## src/rtl/hl_pkg.sv

```systemverilog
// Shared definitions for the hidden-layer neuron back end.
//   PROD_W / ACC_W / OUT_W : default widths of the product stream, the
//                            accumulator and the unsigned activation.
//   state_t                : accumulator control states.
//   sat_add                : signed add clamped to a w-bit two's complement range.
package hl_pkg;

    localparam int PROD_W = 20;
    localparam int ACC_W  = 27;
    localparam int OUT_W  = 10;

    typedef enum logic [1:0] {
        IDLE,
        ACCUM,
        FINISH,
        OUTPUT
    } state_t;

    typedef struct packed {
        logic signed [63:0] sum;
        logic               sat;
    } sat_res_t;

    // Operands arrive sign-extended to 64 bits, so the raw sum cannot wrap for
    // any accumulator narrower than 63 bits; only the clamp to w bits matters.
    function automatic sat_res_t sat_add(input logic signed [63:0] a,
                                         input logic signed [63:0] b,
                                         input int unsigned        w);
        logic signed [63:0] hi;
        logic signed [63:0] lo;
        logic signed [63:0] s;
        sat_res_t           r;
        hi = (64'sd1 <<< (w - 1)) - 64'sd1;
        lo = -hi - 64'sd1;
        s  = a + b;
        if (s > hi) begin
            r.sum = hi;
            r.sat = 1'b1;
        end else if (s < lo) begin
            r.sum = lo;
            r.sat = 1'b1;
        end else begin
            r.sum = s;
            r.sat = 1'b0;
        end
        return r;
    endfunction

endpackage

```

## src/rtl/relu_clip.sv

```systemverilog
// Combinational activation stage: ReLU, fixed-point rescale and clip.
//   sum : signed biased dot product (ACC_W bits)
//   act : unsigned activation, 0 for negative sums, otherwise
//         sum >>> FRAC_SHIFT saturated to 2^OUT_W - 1
module relu_clip #(
    parameter int ACC_W      = hl_pkg::ACC_W,
    parameter int OUT_W      = hl_pkg::OUT_W,
    parameter int FRAC_SHIFT = 6
) (
    input  logic signed [ACC_W-1:0] sum,
    output logic        [OUT_W-1:0] act
);

    localparam logic signed [ACC_W-1:0] Y_MAX = ACC_W'((1 << OUT_W) - 1);

    logic signed [ACC_W-1:0] shifted;

    always_comb begin
        shifted = sum >>> FRAC_SHIFT;
        if (sum < 0) begin
            act = '0;
        end else if (shifted > Y_MAX) begin
            act = '1;
        end else begin
            act = shifted[OUT_W-1:0];
        end
    end

endmodule

```

## src/rtl/neuron_accumulator.sv

```systemverilog
// Hidden-layer neuron back end: accumulates one neuron's signed products with
// saturation, adds the bias sampled on the first beat, then applies ReLU,
// scaling and clipping to produce an unsigned activation.
//   clk, rst              : clock, synchronous active-high reset
//   prod_valid/ready      : product stream handshake
//   prod_data, prod_last  : signed product, final beat of this neuron
//   bias                  : neuron bias, taken with the first accepted beat
//   out_valid/ready       : activation handshake
//   out_data              : unsigned activation
//   out_sat               : a clamp occurred in accumulation or bias add
//   out_len_err           : neuron ended at N_INPUTS beats without prod_last
module neuron_accumulator #(
    parameter int PROD_W     = hl_pkg::PROD_W,
    parameter int ACC_W      = hl_pkg::ACC_W,
    parameter int N_INPUTS   = 64,
    parameter int FRAC_SHIFT = 6,
    parameter int OUT_W      = hl_pkg::OUT_W
) (
    input  logic                     clk,
    input  logic                     rst,
    input  logic                     prod_valid,
    input  logic signed [PROD_W-1:0] prod_data,
    input  logic                     prod_last,
    output logic                     prod_ready,
    input  logic signed [PROD_W-1:0] bias,
    output logic                     out_valid,
    output logic        [OUT_W-1:0]  out_data,
    output logic                     out_sat,
    output logic                     out_len_err,
    input  logic                     out_ready
);

    import hl_pkg::*;

    localparam int CNT_W = $clog2(N_INPUTS + 1);

    state_t                   state;
    state_t                   state_nxt;
    logic signed [ACC_W-1:0]  acc;
    logic signed [ACC_W-1:0]  prod_ext;
    logic signed [ACC_W-1:0]  bias_ext;
    logic signed [ACC_W-1:0]  acc_sum;
    logic signed [ACC_W-1:0]  fin_sum;
    logic signed [PROD_W-1:0] bias_r;
    logic        [CNT_W-1:0]  cnt;
    logic                     sat_flag;
    logic                     len_err;
    logic                     accept;
    logic                     at_limit;
    logic        [OUT_W-1:0]  act;
    sat_res_t                 accum_res;
    sat_res_t                 fin_res;

    // Ready is masked by rst so the block never advertises space while reset
    // is being held, even though the state register already reads IDLE.
    assign prod_ready = !rst && (state == IDLE || state == ACCUM);
    assign accept     = prod_valid && prod_ready;
    assign at_limit   = (cnt + CNT_W'(1)) == CNT_W'(N_INPUTS);

    assign prod_ext = ACC_W'(prod_data);
    assign bias_ext = ACC_W'(bias_r);

    always_comb begin
        accum_res = sat_add(64'(acc), 64'(prod_ext), ACC_W);
        fin_res   = sat_add(64'(acc), 64'(bias_ext), ACC_W);
    end

    assign acc_sum = ACC_W'(accum_res.sum);
    assign fin_sum = ACC_W'(fin_res.sum);

    relu_clip #(
        .ACC_W      (ACC_W),
        .OUT_W      (OUT_W),
        .FRAC_SHIFT (FRAC_SHIFT)
    ) u_relu_clip (
        .sum (fin_sum),
        .act (act)
    );

    always_comb begin
        state_nxt = state;
        case (state)
            IDLE: begin
                if (accept) begin
                    state_nxt = (prod_last || N_INPUTS == 1) ? FINISH : ACCUM;
                end
            end
            ACCUM: begin
                if (accept && (prod_last || at_limit)) begin
                    state_nxt = FINISH;
                end
            end
            FINISH: state_nxt = OUTPUT;
            OUTPUT: begin
                if (out_ready) begin
                    state_nxt = IDLE;
                end
            end
            default: state_nxt = IDLE;
        endcase
    end

    always_ff @(posedge clk) begin
        if (rst) begin
            state       <= IDLE;
            acc         <= '0;
            cnt         <= '0;
            bias_r      <= '0;
            sat_flag    <= 1'b0;
            len_err     <= 1'b0;
            out_valid   <= 1'b0;
            out_data    <= '0;
            out_sat     <= 1'b0;
            out_len_err <= 1'b0;
        end else begin
            state <= state_nxt;
            case (state)
                IDLE: begin
                    if (accept) begin
                        acc      <= prod_ext;
                        bias_r   <= bias;
                        cnt      <= CNT_W'(1);
                        sat_flag <= 1'b0;
                        len_err  <= (N_INPUTS == 1) && !prod_last;
                    end
                end
                ACCUM: begin
                    if (accept) begin
                        acc      <= acc_sum;
                        cnt      <= cnt + CNT_W'(1);
                        sat_flag <= sat_flag | accum_res.sat;
                        if (!prod_last && at_limit) begin
                            len_err <= 1'b1;
                        end
                    end
                end
                FINISH: begin
                    out_data    <= act;
                    out_sat     <= sat_flag | fin_res.sat;
                    out_len_err <= len_err;
                    out_valid   <= 1'b1;
                end
                OUTPUT: begin
                    if (out_ready) begin
                        out_valid <= 1'b0;
                        acc       <= '0;
                        cnt       <= '0;
                        sat_flag  <= 1'b0;
                        len_err   <= 1'b0;
                    end
                end
                default: ;
            endcase
        end
    end

endmodule

```

## config.mk

```make
export PLATFORM = sky130hd
export DESIGN_NAME = neuron_accumulator
export DESIGN_NICKNAME = d
export VERILOG_FILES = /design/src/rtl/hl_pkg.sv /design/src/rtl/relu_clip.sv /design/src/rtl/neuron_accumulator.sv
export SDC_FILE = /design/constraint.sdc
export NUM_CORES = 1
export LEC_CHECK = 0
export BUFFER_PORTS_ARGS = -buffer_cell sky130_fd_sc_hd__buf_2
export CORE_ASPECT_RATIO = 1.1
export CORE_MARGIN = 2
export CORE_UTILIZATION = 50
export DETAILED_ROUTE_END_ITERATION = 12
export PLACE_DENSITY = 0.8
export SLEW_MARGIN = 30
export SYNTH_ARGS = -nofsm -noshare
export SYNTH_HDL_FRONTEND = slang
export SYNTH_SLANG_ARGS = --single-unit
```

## constraint.sdc

```tcl
create_clock -name clk -period 9.34 [get_ports clk]
set_input_delay 0 -clock clk [delete_from_list [all_inputs] [get_ports clk]]
set_output_delay 0 -clock clk [all_outputs]
set_load 0.01 [all_outputs]
```

==> results.cfg, run 1 <==
[clock_tree]
cts-root-buf = clkbuf_16
cts_tree = done
holdBufCountCts = 30
clk_path_buf_depth = 2
cts_buffers = 9
worstSkewPairLatency_ps = 350
cts_resized = 0
cts_setup_buffers = 0
htreeDepth = 3
clk_pin_slew_ps = 60
cts.sinks = 71

[synth]
post_synth_fa_ha_maj_area_fraction_pct = 13.43
synth-xor-area-share_pct = 5.894
synth_ff_type = dfxtp_1
syn_avg_cell_area_sq_um = 7.656
ys_ff_latch = 71
synth.cell_area_sq_um = 5796
yosys_warnings = 0
synthArstFlopShare_pct = 0
synthDistinctLibCells = 65
yosysSeqAreaShare_pct = 24.53
synth_top_family_by_area = compound AO/OA/AOI/OAI gates
synthCells = 757
yosys.area_share.simple_pct = 19.82
synth_compound_area_share_pct = 32.34
synth_mux_area_share_pct = 0.3454
synth-edff-count = 0
mappedNetlistNets = 863

[drt]
drcViolationCount = 0
antenna_left = 0
drtIter0Drc = 293
post_drt_via_cell_ratio = 5.861
num_vias = 5714
dr.pass1.iters = 5
wl_per_cell_um = 15.39
drt-total-wl_um = 15000

[final_layout]
fillCellCount = 1072
layout_commonest_cell = a21oi_1
finalNetCount = 927
design_area_sq_um = 6744
synthToLayoutAreaGrowth_pct = 16.36
final_layout_size_suffix_gt1_share_pct = 11.39
final-instance-count-excl-fill = 975
diodes = 0
final_cell_mix = a21oi_1 (100), nand2_1 (80), dfxtp_1 (71)

[pwr]
p_int_w = 0.001028
pwr-share-clk_pct = 18.4
p_sw_share_pct = 46.09
ir_worst_vdd_mv = 0.1235
power.leakage_nw = 2.925
fin_total_pwr_w = 0.001907
power_frac_comb_pct = 57.3
seqPwrFrac_pct = 24.3
power.density_nw_per_um2 = 282.7
switching_power_w = 0.0008788

[place]
place_area_sq_um = 6147
gp_congestion = 0.8962
place_inst = 930
portBuffers = 58
dp_hpwl_um = 10800

[status]
status = finished, final reports clean

[global_route]
grt_pass1_vias = 5202
grt_max_degree = 69
overflow = 0
track_usage_pct = 24.38
grt_pass1_wl_um = 24600
antenna_found_initial = 0

[sta]
worstMarginPinSlew_ps = 783.7
fin_worst_skew_ps = 4.375
max_slew_margin_pct = 47.63
hold_viol = 0
period_share_pct = 38.72
tns_ps = 0
fin_crit_ps = 3617
slew_viol_final = 0
fmax_mhz = 276.5
rsz0062_at_grt = false
hold_ws_ps = 1.367
finalSetupViolCount = 0

[floorplan]
ios = 59
start_util_pct = 50.89
rows = 41
fp.dieW_um = 106.7
core_area_sq_um = 11390
die_h_um = 116.9
dieArea_sq_um = 12470

[worst_setup_path]
critical_path.max_fanout = 27
startpoint_type = flip-flop
crit_path_end_kind = flip-flop
arrival_ps = 3870
path_class = reg2reg
crit_required_ps = 9600

[min_path]
worstHoldPathType = in2reg

[job]
maxCapViolations = 0
==> sequential cells by signal, summed over array words and instances (netlist names) <==
register and count:
out_data 10, out_len_err 1, state 2, out_valid 1
len_err 1, out_sat 1, bias_r 20, cnt 7
sat_flag 1, acc 27
==> Yosys cell counts, drive strengths merged, types with 6 or more instances <==
library cell / n / share of area, %
xor2: 16 / 2.4
o21a: 18 / 2.3
o211ai: 9 / 1.2
o32ai: 7 / 1.1
a21oi: 102 / 9.1
a31oi: 9 / 1.2
nand3: 16 / 1.4
nor3: 16 / 1.4
a211oi: 28 / 3.7
nand2: 80 / 5.2
nor2: 70 / 4.5
buf: 8 / 0.67
nand2b: 20 / 2.2
dfxtp: 71 / 25
a221oi: 6 / 1.4
ha: 59 / 13
nand4: 6 / 0.91
inv: 16 / 1.0
a21o: 16 / 2.1
xnor2: 23 / 3.5
clkbuf: 30 / 1.9
o21ai: 53 / 4.6
and3: 13 / 1.4
==> per-stage QoR <==
step                setup slack [ps]  utilization [%]
finish                          5723            59.22
global route                    5422            59.22
floorplan                       6262                -
CTS                             5756            59.22
detailed placement              5788            53.98
global placement                5852            53.98
==> final timing paths <==
| path | from | to | slack, ps | depth (start not counted) |
|---|---|---|---|---|
| worst max-delay path | acc[0] | acc[5] | 5720 | 11 |
| worst min-delay path | prod_data[0] | acc[0] | 1 | 3 |
| worst max register to register | acc[0] | acc[5] | 5720 | 11 |
| worst min register to register | bias_r[17] | bias_r[17] | 460 | 2 |
==> layer usage <==
metal / GRT usage, % / up-vias / share of wire (%) / wire (um)
met5: 0 / - / 0 / 0
met4: 9.004 / 0 / 2.3 / 347
met2: 40.04 / 165 / 46 / 6912
met1: 32.38 / 2609 / 45 / 6814
met3: 4.153 / 28 / 6.2 / 926
li1: - / 2912 / - / -
==> power by group through the flow <==
stage	Combinational, W	Clock, W	Sequential, W
after floorplan	0.000842	0	0.000448
after global placement	0.00105	0	0.000464
after detailed placement	0.00107	0	0.000466
after CTS	0.00109	0.000354	0.000461
after global routing	0.00122	0.000367	0.000472
final	0.00109	0.000350	0.000463
==> area by class of cell <==
| class | instances | area [sq um] | share of cell area (%) |
|---|---|---|---|
| clock inverter | 5 | 57.56 | 0.8534 |
| tap | 150 | 187.7 | 2.783 |
| timing repair buffer | 91 | 613.1 | 9.091 |
| clock buffer | 10 | 239.0 | 3.544 |
| multi-input combinational | 632 | 4165 | 61.76 |
| inverter | 16 | 60.06 | 0.8905 |
| sequential | 71 | 1421 | 21.08 |
==> cell families after synthesis <==
group,count (synthesis)
AO/OA/AOI/OAI,285
XOR/XNOR,39
adder cells (fa/ha/maj),61
buffers and inverters,54
flip-flops,71
multiplexers,2
AND/OR/NAND/NOR,245
==> critical path, cell delays in order (launching register included) <==
cell and delay (ps):
dfxtp_1 320, ha_1 230, fa_1 410, a21o_1 210, a221oi_2 380, o211ai_1 160
a21bo_2 260, a221oi_4 290, a21oi_2 170, a21oi_4 620, o21ai_0 210, a211oi_1 260
Note: power is estimated with default switching activity, not from simulation.
==> run 2: changes to the inputs <==
--- a/config.mk
+++ b/config.mk
@@ -10,7 +10,7 @@
 export CORE_MARGIN = 2
 export CORE_UTILIZATION = 50
 export DETAILED_ROUTE_END_ITERATION = 12
-export PLACE_DENSITY = 0.8
+export PLACE_DENSITY = 0.83
 export SLEW_MARGIN = 30
 export SYNTH_ARGS = -nofsm -noshare
 export SYNTH_HDL_FRONTEND = slang
==> constraint.sdc (replaced) <==
create_clock -name clk -period 3.05 [get_ports clk]
set_input_delay 0 -clock clk [delete_from_list [all_inputs] [get_ports clk]]
set_output_delay 0 -clock clk [all_outputs]
set_load 0.01 [all_outputs]
==> results.cfg, run 2 (synthesis gave the netlist of run 1 again) <==
[status]
status = complete, but fails checks
failed_checks = negative setup slack

[floorplan]
fp.dieW_um = 106.7
rows = 41
dieArea_sq_um = 12470
core_area_sq_um = 11390
die_h_um = 116.9
ios = 59
start_util_pct = 50.89

[global_route]
grt_max_degree = 68
grt_pass1_vias = 5570
track_usage_pct = 27.04
overflow = 0
grt_pass1_wl_um = 26940
antenna_found_initial = 0

[clock_tree]
cts.sinks = 71
worstSkewPairLatency_ps = 350
cts_tree = done
cts_buffers = 9
cts-root-buf = clkbuf_16
clk_pin_slew_ps = 60
htreeDepth = 3
clk_path_buf_depth = 2

[final_layout]
synthToLayoutAreaGrowth_pct = 27.72
fillCellCount = 903
diodes = 0
layout_commonest_cell = a21oi_1
finish.utilization_pct = 65.00
largestRegisters = acc: 27 flops, bias_r: 20 flops, out_data: 10 flops
regMostFlops = acc
largest_reg_flops = 27
finalNetCount = 978
final_layout_size_suffix_gt1_share_pct = 20.55
final_cell_mix = a21oi_1 (98), nand2_1 (79), nor2_1 (67)

[worst_setup_path]
critPathSlowestCell = dfxtp_2
critical_path.max_fanout = 6
arrival_ps = 3330
path_class = reg2reg
crit_path_end_kind = flip-flop
reg2regPathDepth = 12
crit_chain = ha_4 -> fa_2 -> a21o_1 -> a221oi_2 -> o211ai_1 -> a21bo_2 -> a221oi_4 -> a21oi_4 -> a31oi_4 -> buf_6 -> o21ai_0 -> a221oi_1
startpoint_type = flip-flop
crit_required_ps = 3290
slowest_delay_ps = 340

[drt]
antenna_left = 0
drt-total-wl_um = 17100
dr.pass1.iters = 5
post_drt_via_cell_ratio = 6.041
num_vias = 6198
drcViolationCount = 0
drtIter0Drc = 538
wl_per_cell_um = 16.66

[sta]
max_slew_margin_pct = 40.40
period_share_pct = 101.3
slew_viol_final = 0
layout_setup_ws_ps = -40.84
fin_crit_ps = 3091
finalSetupViolCount = 10
fmax_mhz = 323.5
worstMarginPinSlew_ps = 894.0
rsz0062_at_grt = true
fin_worst_skew_ps = 12.43
hold_viol = 0

[place]
portBuffers = 58
gp_congestion = 0.9246
dp_hpwl_um = 11320

[pwr]
ir_worst_vdd_mv = 0.5970
power.leakage_nw = 3.193
power.density_nw_per_um2 = 894.5
fin_total_pwr_w = 0.006621

[min_path]
hold_depth = 3
worstHoldPathType = in2reg

[job]
maxCapViolations = 0
-- run 2: timing repair --
action	4_1_cts	5_1_grt
hold buffers	34	0
endpoints found under the hold margin	34	0
setup buffers	4	4
endpoints found under the setup margin	32	38
resized for setup	22	31
cloned	2	0
pin swaps	12	29
-- run 2: area by class of cell --
class                           count  area, sq um  area share (%)
Sequential cell                    71         1435           19.39
Multi-Input combinational cell    633         4387           59.26
Clock buffer                       10        239.0           3.229
Tap cell                          150        187.7           2.535
Clock inverter                      5        82.58           1.116
Inverter                           16        60.06          0.8114
Timing Repair Buffer              141         1011           13.66
-- run 2: through the flow --
stage / cell area [sq um] / setup WS, ps / instances / hold WS, ps / setup TNS, ps
2_1_floorplan: 5801 / 21.25 / 757 / 136.0 / 0
6_report: 7402 / -40.84 / 1026 / 8.714 / -148.4
3_3_place_gp: 6430 / 16.70 / 967 / 245.8 / 0
5_1_grt: 7402 / -183.7 / 1026 / 17.82 / -2321
3_5_place_dp: 6430 / -72.55 / 967 / 252.8 / -1119
4_1_cts: 7247 / -6.650 / 1022 / 0.2513 / -6.650
-- run 2: final timing paths --
kind                                    start         end  slack [ps]
worst min-delay path            prod_data[17]     acc[17]           9
worst min register to register     bias_r[16]  bias_r[16]         460
worst max register to register         acc[0]      acc[1]         -40
worst max-delay path                   acc[0]      acc[1]         -40
-- run 2: critical path, delay by kind of cell, from the launching register on --
kind            cells  cell delay, ps
compound gates      9            1990
fa+ha+maj           2             500
flops               1             340
buf+inv             1             150
-- run 2: per-layer routing --
layer	vias to the layer above	global-route usage [%]	wire length (um)
li1	3026	-	-
met1	2891	34.79	7151
met2	240	45.52	8237
met3	41	4.928	1249
met4	0	10.13	456
met5	-	0	0
-- run 2: report_power, final --
part	switching, W	leakage (nW)	internal (W)
clock	0.000443	0.147	0.000734
combinational	0.00231	2.46	0.00169
sequential	0.000252	0.586	0.00119
total	0.00301	3.19	0.00362
==> run 3: changes to the inputs <==
--- a/config.mk
+++ b/config.mk
@@ -11,6 +11,7 @@
 export CORE_UTILIZATION = 50
 export DETAILED_ROUTE_END_ITERATION = 12
 export PLACE_DENSITY = 0.83
+export SETUP_SLACK_MARGIN = 0.2
 export SLEW_MARGIN = 30
 export SYNTH_ARGS = -nofsm -noshare
 export SYNTH_HDL_FRONTEND = slang
==> results.cfg, run 3 (synthesis gave the netlist of run 1 again) <==
[worst_setup_path]
startpoint_type = flip-flop
reg2reg_to = acc[1]
reg2regPathDepth = 11
r2r_slack_ps = 9
crit_path_end_kind = flip-flop
crit_required_ps = 3290
path_class = reg2reg
worstReg2RegStart = acc[11]
critical_path.max_fanout = 9
arrival_ps = 3280

[sta]
fmax_mhz = 328.9
fin_worst_skew_ps = 7.240
hold_viol = 1
max_slew_margin_pct = 47.50
worstMarginPinSlew_ps = 787.4
hold_ws_ps = -1.004
rsz0062_at_grt = true
fin_crit_ps = 3041
tns_ps = 0
layout_setup_ws_ps = 9.458
period_share_pct = 99.69
slew_viol_final = 0
finalSetupViolCount = 0

[floorplan]
dieArea_sq_um = 12470
start_util_pct = 50.89
ios = 59
die_h_um = 116.9
rows = 41
core_area_sq_um = 11390
fp.dieW_um = 106.7

[min_path]
worstHoldStart = prod_data[10]
worstHoldPathType = in2reg
hold_end = acc[10]
hold_depth = 3

[clock_tree]
cts_buffers = 9
cts_tree = done
cts-root-buf = clkbuf_16
cts.sinks = 71
clk_path_buf_depth = 2
clk_pin_slew_ps = 60
worstSkewPairLatency_ps = 350
htreeDepth = 3

[global_route]
grt_pass1_wl_um = 27450
overflow = 0
antenna_found_initial = 0
grt_max_degree = 68
grt_pass1_vias = 5824
track_usage_pct = 27.52

[pwr]
seqPwrFrac_pct = 21.8
power_frac_comb_pct = 63.2
pwr-share-clk_pct = 15.0
p_int_w = 0.003591
switching_power_w = 0.003127
power.density_nw_per_um2 = 901.9
p_sw_share_pct = 46.54
power.leakage_nw = 3.181
ir_worst_vdd_mv = 0.4625

[drt]
drt-total-wl_um = 17110
post_drt_via_cell_ratio = 6.018
wl_per_cell_um = 16.76
drtIter0Drc = 538
drcViolationCount = 0
antenna_left = 0
num_vias = 6144
dr.pass1.iters = 6

[final_layout]
finalNetCount = 972
finish.utilization_pct = 65.40
final_layout_size_suffix_gt1_share_pct = 23.42
diodes = 0
final_cell_mix = a21oi_1 (97), nand2_1 (80), nor2_1 (67)
largest_reg_flops = 27
largestRegisters = acc: 27 flops, bias_r: 20 flops, out_data: 10 flops
layout_commonest_cell = a21oi_1
regMostFlops = acc
synthToLayoutAreaGrowth_pct = 28.52

[place]
pre_cts_slack_ps = -77.40
dp_hpwl_um = 11820
portBuffers = 58
gp_congestion = 0.9887

[job]
maxCapViolations = 0

[status]
failed_checks = negative hold slack
status = complete, but fails checks
run 3: changes by cell type in the layout (fill, tap and decap cells not counted), sizes merged:
cell	change
bufinv	-2
clkinvlp	-1
buf	+4
dlygate4sd3	-10
clkinv	+3
clkbuf	+1
run 3: how the worst max path moves through the flow:
stage / endpoint / startpoint / depth (start not counted) / slack, ps
3_3_place_gp: out_data[1] / acc[6] / 10 / -40
2_1_floorplan: acc[19] / acc[0] / 12 / 140
3_5_place_dp: out_data[2] / acc[6] / 10 / -80
6_report: acc[1] / acc[11] / 11 / 9
4_1_cts: out_data[9] / acc[6] / 11 / 90
5_1_grt: acc[1] / acc[0] / 12 / -50
run 3: cell type report:
type | instances | area [sq um]
flip-flops and latches | 71 | 1444
repair buffers | 135 | 952.2
multi-input cells | 633 | 4528
well taps | 150 | 187.7
clock inverters | 5 | 33.78
clock buffers | 11 | 242.7
fillers | 953 | 3940
inverters | 16 | 60.06
run 3: per-layer routing:
metal	GRT usage (%)	vias to the layer above	part of all wire [%]
met5	0	-	0
met4	14.29	0	4.2
met3	4.042	40	4.5
met2	48.96	212	49
met1	32.31	2886	43
li1	-	3006	-
run 3: power groups by stage:
stage          Combinational (W)  Clock [W]  Sequential [W]
2_1_floorplan            0.00272          0         0.00139
3_3_place_gp             0.00361          0         0.00146
3_5_place_dp             0.00366          0         0.00146
4_1_cts                  0.00398    0.00100         0.00145
5_1_grt                  0.00461    0.00106         0.00148
6_report                 0.00425    0.00101         0.00146
run 3: what timing repair did:
| item | in CTS | in global routing |
|---|---|---|
| endpoints found under the hold margin | 24 | 0 |
| pin swaps | 29 | 14 |
| gates cloned | 2 | 0 |
| setup endpoints to repair | 36 | 38 |
| hold buffers | 24 | 0 |
| resized for setup | 36 | 35 |
| setup buffers | 12 | 5 |
run 3: critical path, stage by stage (launching register included):
cell and delay, ps:
dfxtp_4 370, ha_1 360, a211oi_1 310, o21ai_0 160, a21oi_1 200, a21bo_2 280, a221oi_4 350, a21oi_4 140
a21oi_4 260, buf_12 160, o21ai_1 60, a221oi_1 280
run 3: per-stage QoR:
stage / instance area [sq um] / hold slack [ps] / cells / total power (W)
global placement: 6511 / 243.2 / 962 / 0.005063
floorplan: 5923 / 136.0 / 757 / 0.004105
CTS: 7296 / 1.149 / 1016 / 0.006437
finish: 7448 / -1.004 / 1021 / 0.006718
detailed placement: 6511 / 246.6 / 962 / 0.005122
global route: 7448 / 2.642 / 1021 / 0.007151
